[config.mk]
export PLATFORM = sky130hd
export DESIGN_NAME = pom_task_sender
export DESIGN_NICKNAME = d
export VERILOG_FILES = /design/src/rtl/pom_task_sender.sv
export SDC_FILE = /design/constraint.sdc
export NUM_CORES = 1
export LEC_CHECK = 0
export CORE_MARGIN = 8
export CORE_UTILIZATION = 38
export DETAILED_ROUTE_END_ITERATION = 8
export GPL_TIMING_DRIVEN = 0
export PLACE_DENSITY_LB_ADDON = 0.12
export SLEW_MARGIN = 20
export SYNTH_ARGS = -nofsm -noshare
export SYNTH_HDL_FRONTEND = slang
export SYNTH_SLANG_ARGS = --single-unit
[constraint.sdc]
create_clock -name clk -period 19.7 [get_ports clk]
set_input_delay 3.94 -clock clk [delete_from_list [all_inputs] [get_ports clk]]
set_output_delay 3.94 -clock clk [all_outputs]
set_load 0.05 [all_outputs]
[src/rtl/pom_task_sender.sv]
// Accelerator-side initiator of the new-task protocol: buffers one task-creation
// request, streams it to the gateway tagged with ACC_ID, and retries on reject acks.
module pom_task_sender #(
    parameter logic [4:0] ACC_ID      = 5'h00,
    parameter int         MAX_WORDS   = 16,
    parameter int         RETRY_DELAY = 64
) (
    input  logic        clk,
    input  logic        aresetn,
    input  logic        acc_task_tvalid,
    output logic        acc_task_tready,
    input  logic [63:0] acc_task_tdata,
    input  logic        acc_task_tlast,
    input  logic [4:0]  acc_task_tdest,
    output logic        out_tvalid,
    input  logic        out_tready,
    output logic [63:0] out_tdata,
    output logic        out_tlast,
    output logic [4:0]  out_tid,
    output logic [4:0]  out_tdest,
    input  logic        ack_tvalid,
    output logic        ack_tready,
    input  logic [7:0]  ack_tdata,
    output logic        result_valid,
    input  logic        result_ready,
    output logic [1:0]  result_code,
    output logic        overflow,
    output logic [15:0] retry_count
);
    localparam int IW = $clog2(MAX_WORDS);
    localparam int LW = IW + 1;
    localparam int BW = $clog2(RETRY_DELAY + 1);

    localparam logic [2:0] S_IDLE     = 3'd0;
    localparam logic [2:0] S_LOAD     = 3'd1;
    localparam logic [2:0] S_SEND     = 3'd2;
    localparam logic [2:0] S_WAIT_ACK = 3'd3;
    localparam logic [2:0] S_BACKOFF  = 3'd4;
    localparam logic [2:0] S_REPORT   = 3'd5;

    logic [2:0]    state_q, state_d;
    logic [LW-1:0] len_q, len_d;
    logic [IW-1:0] idx_q, idx_d;
    logic [BW-1:0] backoff_q, backoff_d;
    logic [4:0]    tdest_q, tdest_d;
    logic [1:0]    code_q, code_d;
    logic          overflow_q, overflow_d;
    logic [15:0]   retry_q, retry_d;

    logic [63:0]   buf_mem [MAX_WORDS];
    logic          wr_en;
    logic [IW-1:0] wr_addr;
    logic          acc_hs;
    logic          send_last;

    // tready is forced low while reset is asserted, even though IDLE would otherwise accept.
    assign acc_task_tready = aresetn && (state_q == S_IDLE || state_q == S_LOAD);
    assign acc_hs          = acc_task_tvalid && acc_task_tready;
    assign send_last       = (LW'(idx_q) == len_q - LW'(1));

    assign out_tvalid   = (state_q == S_SEND);
    assign out_tdata    = out_tvalid ? buf_mem[idx_q] : 64'd0;
    assign out_tlast    = out_tvalid && send_last;
    assign out_tid      = ACC_ID;
    assign out_tdest    = tdest_q;
    assign ack_tready   = (state_q == S_WAIT_ACK);
    assign result_valid = (state_q == S_REPORT);
    assign result_code  = code_q;
    assign overflow     = overflow_q;
    assign retry_count  = retry_q;

    always_comb begin
        // NOTE: every signal gets a default here so no path through the case infers a latch.
        state_d    = state_q;
        len_d      = len_q;
        idx_d      = idx_q;
        backoff_d  = backoff_q;
        tdest_d    = tdest_q;
        code_d     = code_q;
        overflow_d = overflow_q;
        retry_d    = retry_q;
        wr_en      = 1'b0;
        wr_addr    = '0;

        case (state_q)
            S_IDLE: if (acc_hs) begin
                wr_en   = 1'b1;
                tdest_d = acc_task_tdest;
                len_d   = LW'(1);
                idx_d   = '0;
                state_d = acc_task_tlast ? S_SEND : S_LOAD;
            end
            S_LOAD: if (acc_hs) begin
                if (len_q == LW'(MAX_WORDS)) begin
                    overflow_d = 1'b1;
                end else begin
                    wr_en   = 1'b1;
                    wr_addr = len_q[IW-1:0];
                    len_d   = len_q + LW'(1);
                end
                if (acc_task_tlast) state_d = S_SEND;
            end
            S_SEND: if (out_tready) begin
                if (send_last) begin
                    idx_d   = '0;
                    state_d = S_WAIT_ACK;
                end else begin
                    idx_d = idx_q + IW'(1);
                end
            end
            S_WAIT_ACK: if (ack_tvalid) begin
                case (ack_tdata)
                    8'h01: begin code_d = 2'b01; state_d = S_REPORT; end
                    8'h02: begin code_d = 2'b10; state_d = S_REPORT; end
                    default: begin
                        if (retry_q != 16'hFFFF) retry_d = retry_q + 16'd1;
                        backoff_d = BW'(RETRY_DELAY);
                        state_d   = S_BACKOFF;
                    end
                endcase
            end
            S_BACKOFF: begin
                // Leaving when the counter hits zero gives exactly RETRY_DELAY idle cycles.
                backoff_d = backoff_q - BW'(1);
                if (backoff_q <= BW'(1)) begin
                    idx_d   = '0;
                    state_d = S_SEND;
                end
            end
            S_REPORT: if (result_ready) state_d = S_IDLE;
            default: state_d = S_IDLE;
        endcase
    end

    // NOTE: state registers use non-blocking assignments so every flop samples pre-edge values.
    always_ff @(posedge clk or negedge aresetn) begin
        if (!aresetn) begin
            state_q    <= S_IDLE;
            len_q      <= '0;
            idx_q      <= '0;
            backoff_q  <= '0;
            tdest_q    <= '0;
            code_q     <= '0;
            overflow_q <= 1'b0;
            retry_q    <= '0;
        end else begin
            state_q    <= state_d;
            len_q      <= len_d;
            idx_q      <= idx_d;
            backoff_q  <= backoff_d;
            tdest_q    <= tdest_d;
            code_q     <= code_d;
            overflow_q <= overflow_d;
            retry_q    <= retry_d;
        end
    end

    // NOTE: the buffer has no reset; len_q gates which entries are ever read, so stale data is harmless.
    always_ff @(posedge clk) begin
        if (wr_en) buf_mem[wr_addr] <= acc_task_tdata;
    end
endmodule
==> metrics.md <==
| Metric | Value |
|---|---|
| Synth Area in XOR/XNOR | 0.552% |
| Area of the multi-input gates | 9030 um^2 |
| Max incr delay on CP | 0.81 ns |
| Post-synthesis sequential area ratio | 77.1% |
| Leakage power | 15.6 nW |
| R2R setup slack | 15.08 ns |
| Post-synthesis compound-gate area fraction | 0.603% |
| CP max stage cell | clkdlybuf4s50_1 |
| Final setup viols | 0 |
| Crit. End Element | primary output |
| RSZ-0062 raised after global routing | false |
| EDFF count, synth | 1024 |
| Gates resized, CTS repair | 0 |
| DIE HEIGHT | 346 um |
| Syn Std Cell Area | 41300 um^2 |
| Commonest cells in the netlist | 1024 x edfxtp_1, 320 x mux4_2, 66 x and2_1 |
| Worst-margin pin slew | 1.10 ns |
| Clock latency at the later pin of the worst-skew pair | 0.69 ns |
| Syn_area_per_cell | 23.5 um^2 |
| Synth warn | 0 |
| Fin area | 50000 um^2 |
| Post-DP HPWL | 70300 um |
| Die outline area | 119000 um^2 |
| Clock Sinks | 1067 |
| Max-Cap Viols | 0 |
| Hold Path Origin | retry_count[14]$_DFFE_PN0P_ |
| Hold WC Path Type | reg -> reg |
| Share of cells above drive strength 1 | 29.7% |
| H-tree level count | 3 |
| Tightest hold margin | 0.494 ns |
| FILL cells | 8959 |
| CP top delay family | buffers and inverters |
| Most used standard cell by instance count after synthesis | edfxtp_1 |
| Worst Path Buf+Inv | 3 |
| Placement Setup Slack | 10.19 ns |
| CORE AREA | 108000 um^2 |
| Final period utilization | 48.1% |
| Clock-pin slew on the worst setup and hold paths | 0.06 ns |
| Hold EP | retry_count[14]$_DFFE_PN0P_ |
| Clock skew | 0.0320 ns |
| FMAX | 106 MHz |
| Top post-synthesis cells by area | edfxtp_1 75%, mux4_2 17%, dfrtp_1 2.6% |
| Critical path data required time | 15.76 ns |
| Drt pass-1 iters | 5 |
| Remaining global-route overflow | 0 |
| # port buffers | 176 |
| Post-DR wirelength/cell | 28.7 um |
| Yosys reg bits | 1067 |
| Final worst slack | 10.23 ns |
| CTS tree | built |
| Die X | 346 um |
| Drt initial violations | 1628 |
| Largest net degree at the start of global routing | 33 |
| Via count | 19548 |
| Fin. max-slew vios | 0 |
| Total CTS buffers | 113 |
| CP arrival | 5.53 ns |
| Synth top area share | 74.5% |
| First-pass GRT wire length | 152000 um |
| RR Startpoint | len_q[0]$_DFFE_PN0P_ |
| GRT Overall Usage | 17.5% |
| Final Hold Vio Count | 0 |
| Final Wtd Congestion | 0.746 |
| Final Net Count | 2249 |
| Main combinational cell family by area after synthesis | multiplexers |
| CTS root buf | clkbuf_16 |
| Area growth, synth to finish | 21.1% |
| Yosys cell types | 59 |
| Worst path cell trace | buf_2 > buf_12 > and2_1 > clkdlybuf4s50_1 |
| Vias in the first global route | 21221 |
| Post-synthesis cell count | 1754 |
| Post-Route WL | 106000 um |
| Hold-critical path depth | 1 |
| Final Util | 46.2% |
| Overall Power | 6.15 mW |
| Clk buf depth | 3 |
| Dominant cell type by area after synthesis | edfxtp_1 |
| I/O pins | 182 |
| Worst rel slew slack | 26.6% |
| Status | finished, final reports clean |
| Power Density | 123 nW/um^2 |
| Placed cell areas | 46300 um^2 |
| ANT nets after route | 0 |
| Cells on worst reg2reg path | 13 |
| Initial Util | 38.1% |
| Adder-cell share of the synthesized area | 0.182% |
| Drc violations | 0 |
| Reg2reg end | buf_mem[8][21]$_DFFE_PP_ |
| Vias/cell | 5.32 |
| Setup TNS | 0 ns |
| Placed cells | 3458 |
| Predominant post-synthesis flop cell | edfxtp_1 |
| Post-synthesis mux area share | 17.7% |
| Hold_buf cts | 0 |
| FF/Latch Area | 31800 um^2 |
| Final min period | 9.47 ns |
| Post-synthesis simple-gate area fraction | 2.55% |
| CP Class | in -> out |
| Asr flop ratio synth | 4.03% |
| Fin cells | 3673 |
| # rows | 121 |
| Antenna violations before repair | 11 |
| Startpoint types | input port |
| Crit-path max FO | 32 |
| VDD IR max | 0.0799 mV |
| Setup Buffers After CTS | 0 |
-- worst max path at each step --
stage,slack [ns],to,startpoint,cells past startpoint
2_1_floorplan,8.18,buf_mem[4][0]$_DFFE_PP_,acc_task_tvalid,3
3_3_place_gp,-4.21,buf_mem[4][11]$_DFFE_PP_,aresetn,4
3_5_place_dp,10.19,acc_task_tready,aresetn,4
4_1_cts,10.19,acc_task_tready,aresetn,4
5_1_grt,10.09,acc_task_tready,aresetn,4
6_report,10.23,acc_task_tready,aresetn,4
-- cells in the final DEF, fill, tap and decap left out, types with 6 or more instances in the layout --
cell             synthesis  routed
edfxtp_1              1024    1024
buf_16                   0      16
diode_2                  0       6
dfrtp_1                 43      43
nor2_1                  24      18
clkinvlp_4               0       6
clkinv_2                 0      23
xnor2_1                 19      19
nand2_1                 21      21
ha_1                     6       6
inv_1                   10      10
and2_1                  66      66
nand4_1                 12      12
buf_12                   0      18
nor3_1                  10       7
a21oi_1                  6       6
buf_4                   25      71
buf_6                    2      18
buf_2                   14      28
mux2_2                   7       7
buf_1                    9       7
o21ai_0                  8       8
clkbuf_1                47      72
bufinv_16                0      11
clkbuf_2                 0       6
clkinv_1                 0      21
nand3_1                 16      16
nor2_4                   0       6
clkbuf_16                0     116
clkdlybuf4s50_1          0     175
xor2_1                   7       7
mux4_2                 320     320
-- flip-flops by register name, summed over array words and instances (netlist names) --
signal,count
overflow,1
out_tdest,5
retry_count,16
buf_mem,1024
len_q,5
state_q,3
result_code,2
backoff_q,7
idx_q,4
-- kinds of logic (layout without fill, tap and decap cells) --
kind of cell / count (synthesis) / in the layout
flops: 1067 / 1067
mux: 329 / 329
simple gates: 183 / 183
buf+inv: 107 / 602
compound gates: 35 / 35
xor+xnor: 26 / 26
fa+ha+maj: 6 / 6
other cells: 1 / 11
-- worst reg2reg max path: cells and delay by family (launching register included) --
kind | cells | cell delay, ns
and+or+nand+nor | 4 | 1.81
buffers and inverters | 8 | 1.77
DFF | 1 | 0.40
adders and majority gates | 1 | 0.34
-- report_power, final --
part	switching [mW]	total, mW	internal [mW]
logic	0.884	1.51	0.625
clock network	0.853	2.07	1.22
registers	0.0263	2.57	2.54
-- final cells by class --
type / instances / area share (%)
buffer: 97 / 0.999
tap: 1414 / 3.54
multi-input combinational: 584 / 18.1
timing repair buffer: 286 / 6.35
clock buffer: 146 / 6.04
sequential: 1067 / 63.7
antenna: 6 / 0.0301
inverter: 10 / 0.0751
clock inverter: 63 / 1.19
-- layer usage --
metal / global-route usage (%) / part of all wire (%) / up-vias
met2: 30.5 / 51 / 481
met5: 0 / 0.047 / -
met1: 22.8 / 42 / 10627
li1: - / - / 8284
met4: 4.68 / 2.1 / 8
met3: 2.80 / 4.5 / 148
Power figures use the tool's default switching activity.
